## src/rtl/nibble_serial_adder.sv

```systemverilog
// Serial W-bit adder: one nibble per clock through a 4-bit ripple-carry core, carry kept in a flop.
// Latency: result and done appear NIBBLES+1 cycles after start; start is ignored while busy (no queueing).

module rca_fa4bit (
  input  logic [3:0] a,
  input  logic [3:0] b,
  input  logic       cin,
  output logic [3:0] sum,
  output logic       c3,
  output logic       cout
);
  logic [4:0] c;

  assign c[0] = cin;
  for (genvar i = 0; i < 4; i++) begin : g_fa
    assign sum[i]  = a[i] ^ b[i] ^ c[i];
    assign c[i+1]  = (a[i] & b[i]) | (c[i] & (a[i] ^ b[i]));
  end
  assign c3   = c[3];
  assign cout = c[4];
endmodule

module nibble_serial_adder #(
  parameter  int NIBBLES = 4,
  localparam int W       = 4 * NIBBLES
) (
  input  logic         clk,
  input  logic         rst_n,
  input  logic         start,
  input  logic [W-1:0] a,
  input  logic [W-1:0] b,
  input  logic         cin,
  output logic         busy,
  output logic         done,
  output logic [W-1:0] sum,
  output logic         cout
);
  localparam int CW = (NIBBLES > 2) ? $clog2(NIBBLES) : 1;
  localparam logic [CW-1:0] LAST = CW'(NIBBLES - 1);

  typedef enum logic [1:0] {IDLE, RUN, DONE} state_t;

  state_t         state_q, state_d;
  logic [W-1:0]   a_sh_q, a_sh_d;
  logic [W-1:0]   b_sh_q, b_sh_d;
  logic [W-1:0]   sum_sh_q, sum_sh_d;
  logic           carry_q, carry_d;
  logic [CW-1:0]  cnt_q, cnt_d;
  logic [W-1:0]   sum_q, sum_d;
  logic           cout_q, cout_d;

  logic [3:0]     s4;
  logic           c4;
  logic           c3_unused;
  logic [3:0]     sum_sh_unused;

  rca_fa4bit u_rca (
    .a    (a_sh_q[3:0]),
    .b    (b_sh_q[3:0]),
    .cin  (carry_q),
    .sum  (s4),
    .c3   (c3_unused),
    .cout (c4)
  );

  // The lowest nibble of the sum shifter falls off each shift and is never read.
  assign sum_sh_unused = sum_sh_q[3:0];

  always_comb begin
    state_d  = state_q;
    a_sh_d   = a_sh_q;
    b_sh_d   = b_sh_q;
    sum_sh_d = sum_sh_q;
    carry_d  = carry_q;
    cnt_d    = cnt_q;
    sum_d    = sum_q;
    cout_d   = cout_q;
    case (state_q)
      IDLE, DONE: begin
        if (start) begin
          a_sh_d  = a;
          b_sh_d  = b;
          carry_d = cin;
          cnt_d   = '0;
          state_d = RUN;
        end else begin
          state_d = IDLE;
        end
      end
      RUN: begin
        carry_d  = c4;
        a_sh_d   = {4'b0000, a_sh_q[W-1:4]};
        b_sh_d   = {4'b0000, b_sh_q[W-1:4]};
        sum_sh_d = {s4, sum_sh_q[W-1:4]};
        cnt_d    = cnt_q + CW'(1);
        if (cnt_q == LAST) begin
          sum_d   = {s4, sum_sh_q[W-1:4]};
          cout_d  = c4;
          state_d = DONE;
        end
      end
      default: state_d = IDLE;
    endcase
  end

  always_ff @(posedge clk) begin
    if (!rst_n) begin
      state_q  <= IDLE;
      a_sh_q   <= '0;
      b_sh_q   <= '0;
      sum_sh_q <= '0;
      carry_q  <= 1'b0;
      cnt_q    <= '0;
      sum_q    <= '0;
      cout_q   <= 1'b0;
    end else begin
      state_q  <= state_d;
      a_sh_q   <= a_sh_d;
      b_sh_q   <= b_sh_d;
      sum_sh_q <= sum_sh_d;
      carry_q  <= carry_d;
      cnt_q    <= cnt_d;
      sum_q    <= sum_d;
      cout_q   <= cout_d;
    end
  end

  assign busy = (state_q == RUN);
  assign done = (state_q == DONE);
  assign sum  = sum_q;
  assign cout = cout_q;
endmodule

```

## config.mk

```make
export PLATFORM = sky130hd
export DESIGN_NAME = nibble_serial_adder
export DESIGN_NICKNAME = d
export VERILOG_FILES = /design/src/rtl/nibble_serial_adder.sv
export SDC_FILE = /design/constraint.sdc
export NUM_CORES = 1
export LEC_CHECK = 0
export BUFFER_PORTS_ARGS = -buffer_cell sky130_fd_sc_hd__buf_2
export CAP_MARGIN = 30
export CELL_PAD_IN_SITES_DETAIL_PLACEMENT = 0
export CELL_PAD_IN_SITES_GLOBAL_PLACEMENT = 1
export CORE_MARGIN = 5
export CORE_UTILIZATION = 43
export CTS_CLUSTER_SIZE = 10
export DETAILED_ROUTE_END_ITERATION = 10
export PLACE_DENSITY = 0.94
export SLEW_MARGIN = 20
export SYNTH_ARGS = -nofsm -noshare
export SYNTH_HDL_FRONTEND = slang
export SYNTH_HIERARCHICAL = 1
export SYNTH_SLANG_ARGS = --single-unit
```

## constraint.sdc

```tcl
create_clock -name clk -period 4.16 [get_ports clk]
set_clock_uncertainty 0.05 [all_clocks]
set_input_delay 0.416 -clock clk [delete_from_list [all_inputs] [get_ports clk]]
set_output_delay 0.416 -clock clk [all_outputs]
set_load 0.02 [all_outputs]
```

# Word level (Yosys, flattened, before mapping)
# Cells that the tools add are included.
dict set report classes {
  bitwise_logic 20
  n_eq_ne 5
  n_reduce_logical 5
  addsub 1
  mux 11
}
# op n
set op_table {}
lappend op_table {{$pmux W16 S2} 2}
lappend op_table {{$mux W16} 2}
lappend op_table {{$and A1 B1 Y1} 8}
lappend op_table {{$pmux W2 S2} 2}
lappend op_table {{$xor A1 B1 Y1} 8}
lappend op_table {{$eq A2 B2 Y1 const B} 2}
lappend op_table {{$mux W2} 2}
lappend op_table {{$or A1 B1 Y1} 4}
lappend op_table {{$reduce_and A2 Y1} 2}
lappend op_table {{$add A2 B1 Y2 const B} 1}
lappend op_table {{$eq A2 B1 Y1 const B} 1}
lappend op_table {{$logic_not A2 Y1} 1}
lappend op_table {{$mux W1} 2}
lappend op_table {{$ne A2 B1 Y1 const B} 1}
lappend op_table {{$ne A2 B2 Y1 const B} 1}
lappend op_table {{$pmux W1 S2} 1}
lappend op_table {{$reduce_bool A2 Y1} 1}
lappend op_table {{$reduce_or A2 Y1} 1}
dict set report word_totals {
  register_bits 70
  input_bits 36
  wordCells 50
}

# Logic depth before layout (Yosys ltp)
# Gate-level depths: netlist (run 1).
dict set report depth {
  word_depth 10
  ltp_mapped 8
}

# By module
# Netlist (run 1), hierarchy kept.
# mod area_each_um2 cells_each seq_area_each_um2 instances
set modules_own_cells {}
lappend modules_own_cells {nibble_serial_adder 2620.0 321 1321.3 1}
lappend modules_own_cells {rca_fa4bit 110.1 12 0.0 1}

# Worst setup path after synthesis (run 1)
# No wires, ideal clock.
dict set report synth_timing {
  kind {flip-flop to flip-flop}
  from {register a_sh_q[0]}
  to {register sum_q[15] (netlist: sum[15])}
  slack_ns 2.125
  stages_incl_launch_ff 9
  arrival_ns 1.863
  setup_ns 0.122
  required_ns 3.988
  path_cell_list {dfxtp_1 > fa_1 > inv_1 > fa_1 > fa_1 > inv_1 > fa_1 > nand2_1 > a21boi_0}
}
dict set report synth_via {
  elab_chain_len 8
  word_cells_on_any_way 9
}
# item line
set synth_rtl {}
lappend synth_rtl {{from (decl)} 44} ;# logic [W-1:0] a_sh_q, a_sh_d;
lappend synth_rtl {{from (signal assigned)} 118} ;# a_sh_q <= a_sh_d;
lappend synth_rtl {{$xor A1 B1 Y1} 17} ;# assign c[i+1] = (a[i] & b[i]) | (c[i] & (a[i] ^ b[i]));
lappend synth_rtl {{$and A1 B1 Y1} 17}
lappend synth_rtl {{$or A1 B1 Y1 *} 17}
lappend synth_rtl {{$and A1 B1 Y1 *} 17}
lappend synth_rtl {{$or A1 B1 Y1 *} 17}
lappend synth_rtl {{$and A1 B1 Y1 *} 17}
lappend synth_rtl {{$or A1 B1 Y1 *} 17}
lappend synth_rtl {{named net c3_unused} 54} ;# logic c3_unused;
lappend synth_rtl {{$xor A1 B1 Y1 *} 16} ;# assign sum[i] = a[i] ^ b[i] ^ c[i];
lappend synth_rtl {{named net s4[3]} 52} ;# logic [3:0] s4;
lappend synth_rtl {{to (signal assigned)} 123} ;# sum_q <= sum_d;
lappend synth_rtl {{to (decl)} 49} ;# logic [W-1:0] sum_q, sum_d;
# The timed path passes the listed nets; every way through them passes the cells marked *.
# A chain may end at the register's enable or synchronous reset.

# Worst setup path in the final report (run 1)
dict set report layout_timing {
  from {register state_q[1]}
  to {output port busy}
}
dict set report layout_via {
  elab_chain_len 1
}
# item line
set layout_rtl {}
lappend layout_rtl {{from (decl)} 43} ;# state_t state_q, state_d;
lappend layout_rtl {{from (signal assigned)} 117} ;# state_q <= state_d;
lappend layout_rtl {{$eq A2 B1 Y1} 128} ;# assign busy = (state_q == RUN);
lappend layout_rtl {{to (decl)} 33} ;# output logic busy,
# Every way passes these cells.

==> impl_results.md, run 1 <==
* Hold buffer count at CTS at 0
* Flop2flop setup slack at 2.03 ns
* RR Startpoint: b_sh_q[0]$_SDFFE_PN0P_
* Ant diodes at 0
* Setup violations, final at 0
* # IOs at 55
* Seq cells post-synth at 66
* Yosys warns at 6
* Power Total at between 1 and 1.5 mW
* Worst-Margin Slew at approximately 0.9 ns
* Fin crit share at 58.4%
* Mapped Area at between 2000 and 3000 µm²
* Starting density of the core at 43.5%
* Seq/Total Area, Yosys at 48.4%
* Clk Latency, worst-skew pair at 0.34 ns
* First-pass GRT wire length at 9320 µm
* CP endpoint kind: primary output
* Most common cell after layout, fill and taps aside: nand2_1
* Initial antenna violation count at 0
* DRC violations left at 0
* Kind of critical path: reg2out
* DP HPWL at 3670 µm
* LEAKAGE at roughly 1.3 nW
* Total grt overflow at 0
* Core area at between 6000 and 7000 µm²
* Fin Setup TNS at 0 ns
* GPL Wtd Cong at a little under 0.8
* Max Cap Viol at 0
* Slew Limit Fails at 0
* Final ANT Viol Nets at 0
* WHS Path Cells at 3
* Crit-path max FO at 75
* Resize count post-CTS at 0
* Via density at ~4.9
* CTS tree: built
* Outcome: complete, no violations
* R2R Path End: sum[15]$_SDFFE_PN0P_
* P&R area growth vs syn at 15.4%
* Fmax at 412 MHz
* Setup crit start kind: flop
* Slew headroom at 40.6%
* Clock sink total at 66
* CTS Root Cell: clkbuf_8
* RSZ-0062 raised after global routing: no
* Post-synth EDFFs at 0
* Area leader, netlist: dfxtp_1
* Maximum level of the CTS H-tree at 3
* Die span in y at 89.7 µm
* Final min period at approximately 2.4 ns
* Row count at 29
* Total CTS buffers at 9
* Post-Synthesis Cells at 333
* Avg Inst Size Synth at a little over 8 µm²
* DR WL/cell at 12.3 µm
* Die ar. at roughly 8000 µm²
* Finished Cell Area at 3150 µm²
* Drt total wl at about 5600 µm
* Share of cells above drive strength 1 at 19.3%
* Area contributors post-synth: dfxtp_1 (48%), nand2_1 (16%), a31oi_1 (5.7%)
* Most frequent cells in the layout: nand2_1 (117), dfxtp_1 (66), buf_2 (54)
* Clock transition at path regs at 0.07 ns
* Via Count at about 2300
* Top FF cell, synth: dfxtp_1
* Hold path start: a[13]
* Unique cell type count in the Yosys netlist at 21
* Max IR drop VDD at 0.000232 V
* Share of Yosys cell area claimed by the top area cell type at 48.4%
* Setup Fix Bufs, Post-CTS at 0
* CP Data Arrival Time at 1.96 ns
* Die width at 89.7 µm
* Placed Area at 2970 µm²
* Iter 0 DRT Violations at 94
* Pwr per Cell Area at 422 nW/µm²
* Final Hold Fails at 0
* Pin count of the biggest net entering global routing at between 70 and 80
* Router iterations before antenna repair at 4
* Vias in the first global route at between 2000 and 2500
* Worst Hold Class: in2reg
* Nets at 414
* CTS Buffer Depth at 2
* FFs w/ async S/R, synth at 0%
* Hold EP: a_sh_q[13]$_SDFFE_PN0P_
* Port Buffers at 54
* FF-to-FF path depth at 8
* Total track usage at 15.2%
* Synthesized net count at approximately 370
* CP required at 3.69 ns
worst max path at each step:
stage | cells past startpoint | to | startpoint
after CTS | 4 | busy | state_q[1]$_SDFFE_PN0P_
after global routing | 4 | busy | state_q[1]$_SDFFE_PN0P_
final | 4 | busy | state_q[1]$_SDFFE_PN0P_
after floorplan | 8 | sum[15]$_SDFFE_PN0P_ | a_sh_q[0]$_SDFFE_PN0P_
after global placement | 8 | sum[15]$_SDFFE_PN0P_ | a_sh_q[0]$_SDFFE_PN0P_
after detailed placement | 8 | sum[15]$_SDFFE_PN0P_ | b_sh_q[0]$_SDFFE_PN0P_
critical path, cell delays in order (launching register included):
cell and delay [ns]:
dfxtp_1 0.35, nand2b_2 0.12, buf_4 0.51, inv_1 0.37
buf_2 0.26
flip-flops by register name, indices dropped and copies added, names as in the netlist:
| register | cells |
|---|---|
| a_sh_q | 16 |
| b_sh_q | 16 |
| carry_q | 1 |
| cnt_q | 2 |
| cout | 1 |
| state_q | 2 |
| sum | 16 |
| sum_sh_q | 12 |
power by group:
part           internal [mW]  switching, mW  leakage (nW)
sequential             0.667         0.0196         0.539
clock                  0.272          0.233        0.0958
combinational         0.0544         0.0836         0.635
cells by family (layout without fill, tap and decap cells):
logic type | after synthesis | count (layout) | synth area share (%)
adders and majority gates | 5 | 5 | 3.39
and+or+nand+nor | 136 | 136 | 20.1
AOI/OAI and AO/OA | 90 | 90 | 21.2
buffers and inverters | 36 | 81 | 6.92
DFF | 66 | 66 | 48.4
cell type report:
type | count | area [µm²]
clock buffer | 10 | 128
clock inverter | 6 | 57.6
fill | 664 | 3130
inverter | 9 | 33.8
multi-input combinational | 231 | 1230
sequential | 66 | 1320
tap | 77 | 96.3
timing repair buffer | 56 | 285
metal layers:
layer	routed length, µm	track usage (%)	part of all wire (%)	vias up
li1	-	-	-	1178
met1	2480	16.5	44	1014
met2	2750	26.8	49	54
met3	317	5.84	5.7	4
met4	34	5.28	0.61	0
met5	0	0	0	-
cell usage after synthesis, types with 2 or more instances:
| cell | instances |
|---|---|
| fa_1 | 4 |
| o21ai_0 | 26 |
| clkbuf_1 | 8 |
| buf_4 | 12 |
| a31oi_1 | 25 |
| inv_1 | 9 |
| nand2_1 | 117 |
| nor2b_1 | 2 |
| nand2b_1 | 2 |
| a21boi_1 | 18 |
| nand3_1 | 9 |
| dfxtp_1 | 66 |
| a21boi_0 | 20 |
| buf_2 | 7 |
| and2_1 | 2 |
metrics by stage:
stage / std cells / util (%) / hold WS, ns / worst slack (ns)
final: 455 / 50.2 / 0.259 / 1.73
after global routing: 455 / 50.2 / 0.250 / 1.52
after CTS: 455 / 50.2 / 0.240 / 1.69
after detailed placement: 439 / 47.3 / 0.395 / 2.03
after global placement: 439 / 47.2 / 0.389 / 2.06
after floorplan: 333 / - / 0.391 / 2.13
(Power assumes the default switching activity.)
==> run 2: changes to the inputs <==
Settings changed: CORE_UTILIZATION 43 to 36, PLACE_DENSITY 0.94 to 0.85.
Clock period 4.16 ns to 2.07 ns, I/O delays scaled along.
==> impl_results.md, run 2 (same netlist as run 1, synthesis figures left out) <==
* Slowest CP cell: fa_1
* Starting density of the core at 37.2% (-6.3 points)
* Die width at 97.1 µm (+8.3%)
* Pin count of the biggest net entering global routing at 75 (-1.3%)
* Multi-input gate area at 1240 µm² (+0.51%)
* Core area at 7330 µm² (+17%)
* Placed Area at 3050 µm² (+3.0%)
* Initial antenna violation count at 0 (unchanged)
* CTS tree: built
* Fmax at between 400 and 500 MHz
* Row count at 31 (+6.9%)
* Final min period at about 2 ns
* Via density at 4.70 (-5.0%)
* P&R area growth vs syn at 20.2%
* CP endpoint kind: flop
* DR WL/cell at 12.0 µm (-2.1%)
* Maximum level of the CTS H-tree at 3 (unchanged)
* Port Buffers at 54 (unchanged)
* RSZ-0062 raised after global routing: yes
* Power Total at 2.78 mW (+110%)
* Iter 0 DRT Violations at 91 (-3.2%)
* Hold_ws at 0.0480 ns (-0.211 ns)
* Setup violations, final at 0 (unchanged)
* Worst Hold Class: in2reg
* First-pass GRT wire length at 10200 µm (+9.8%)
* Slew headroom at 65.9% (+25 points)
* Final ANT Viol Nets at 0 (unchanged)
* Flop2flop setup slack at 0.01 ns (-2.02 ns)
* CP Data Arrival Time at 2.24 ns (+0.28 ns)
* Total CTS buffers at 9 (unchanged)
* Vias in the first global route at 2221 (+3.4%)
* Total grt overflow at 0 (unchanged)
* Setup crit start kind: flop
* DP Worst Slack at -0.128 ns (-2.16 ns)
* CP required at 2.25 ns (-1.44 ns)
* Fin crit share at 99.5%
* FF-to-FF path depth at 8 (unchanged)
* Max Cap Viol at 0 (unchanged)
* Clk Latency, worst-skew pair at 0.34 ns (about the same)
* Max incr delay on CP at 0.42 ns (-0.09 ns)
* Worst-Margin Slew at 0.511 ns (-0.380 ns)
* CP dominant cell by count: fa_2
* Outcome: complete, no violations
* WHS Path Cells at 3 (unchanged)
* Clock transition at path regs at 0.07 ns (about the same)
* # IOs at 55 (unchanged)
* Ant diodes at 0 (unchanged)
* Hold path start: a[13]
* LEAKAGE at 1.31 nW (+3.4%)
* Most common cell after layout, fill and taps aside: nand2_1
* DRC violations left at 0 (unchanged)
* Fillers at 744 (+12%)
* GPL Wtd Cong at 0.809 (+3.0%)
* DP HPWL at 4020 µm (+9.6%)
* Crit-path max FO at 2 (-97%)
* Die ar. at 9430 µm² (+17%)
* Hold EP: a_sh_q[13]$_SDFFE_PN0P_
* Clock sink total at 66 (unchanged)
* Max IR drop VDD at 0.000458 V (+98%)
* Die span in y at 97.1 µm (+8.3%)
* Share of cells above drive strength 1 at 23.3% (+4.0 points)
* R2R Path End: sum_sh_q[15]$_SDFFE_PN0P_
* Via Count at 2278 (+1.2%)
* CTS Root Cell: clkbuf_8
* Storage cell area at 1330 µm² (+0.28%)
* Slew Limit Fails at 0 (unchanged)
* Fin Setup TNS at 0 ns (unchanged)
* Router iterations before antenna repair at 4 (unchanged)
* Finished Cell Area at 3280 µm² (+4.1%)
* RR Startpoint: a_sh_q[0]$_SDFFE_PN0P_
* Drt total wl at 5820 µm (+4.3%)
* Nets at 422 (+1.9%)
* Most frequent cells in the layout: nand2_1 (117), dfxtp_1 (63), buf_2 (54)
* Hold buffer count at CTS at 0 (unchanged)
* CTS Buffer Depth at 2 (unchanged)
* Final Hold Fails at 0 (unchanged)
* Total track usage at 13.2% (-2.0 points)
* Kind of critical path: reg2reg
* Final WS setup at 0.0102 ns (-1.72 ns)
* CP Cell Sequence: fa_2 > inv_2 > fa_2 > fa_2 > inv_2 > fa_1 > nand2_1 > a21boi_2
* Pwr per Cell Area at 847 nW/µm² (+100%)
run 2: cell count changes in the layout (fill, tap and decap cells not counted), sizes merged:
cell,previous run,this run
clkbuf,10,12
clkinvlp,1,2
buf,56,64
clkinv,4,1
run 2: critical path: cells and delay by family, from the launching register on:
kind                       cells  cell delay, ns
AOI/OAI and AO/OA              1            0.06
adders and majority gates      4            1.31
buffers and inverters          2            0.10
DFF                            1            0.35
and+or+nand+nor                1            0.09
run 2: routing by layer:
| layer | GRT usage (%) | vias up | wire, µm |
|---|---|---|---|
| li1 | - | 1194 | - |
| met1 | 16.1 | 1019 | 2670 |
| met2 | 21.0 | 55 | 2680 |
| met3 | 5.38 | 10 | 366 |
| met4 | 4.32 | 0 | 110 |
| met5 | 0 | - | 0 |
run 2: final cells by class:
| type | instances | area share (%) |
|---|---|---|
| sequential | 66 | 40.4 |
| multi-input combinational | 231 | 37.7 |
| timing repair buffer | 64 | 10.9 |
| clock buffer | 12 | 4.73 |
| tap | 99 | 3.77 |
| clock inverter | 4 | 1.52 |
| inverter | 9 | 1.03 |
run 2: repair_timing:
action	4_1_cts	5_1_grt
endpoints found under the setup margin	2	3
pin swaps	0	2
gates resized for setup	7	5
buffers inserted	0	1
run 2: through the flow:
stage / cells / utilization (%)
after floorplan: 333 / -
after global placement: 468 / 41.7
after detailed placement: 468 / 41.7
after CTS: 484 / 44.6
after global routing: 485 / 44.8
final: 485 / 44.8
run 2: power breakdown:
group	switching, mW	internal [mW]	leakage (nW)
logic	0.174	0.126	0.674
registers	0.0400	1.34	0.540
clock network	0.479	0.620	0.0986
run 2: worst max-delay path by stage:
stage | to | startpoint | slack, ns
finish | sum_sh_q[15]$_SDFFE_PN0P_ | a_sh_q[0]$_SDFFE_PN0P_ | 0.01
global route | sum_sh_q[15]$_SDFFE_PN0P_ | a_sh_q[0]$_SDFFE_PN0P_ | -0.07
CTS | sum[15]$_SDFFE_PN0P_ | a_sh_q[0]$_SDFFE_PN0P_ | -0.000006
detailed placement | sum_sh_q[15]$_SDFFE_PN0P_ | a_sh_q[0]$_SDFFE_PN0P_ | -0.13
global placement | sum_sh_q[15]$_SDFFE_PN0P_ | a_sh_q[0]$_SDFFE_PN0P_ | -0.04
floorplan | sum[15]$_SDFFE_PN0P_ | a_sh_q[0]$_SDFFE_PN0P_ | 0.04
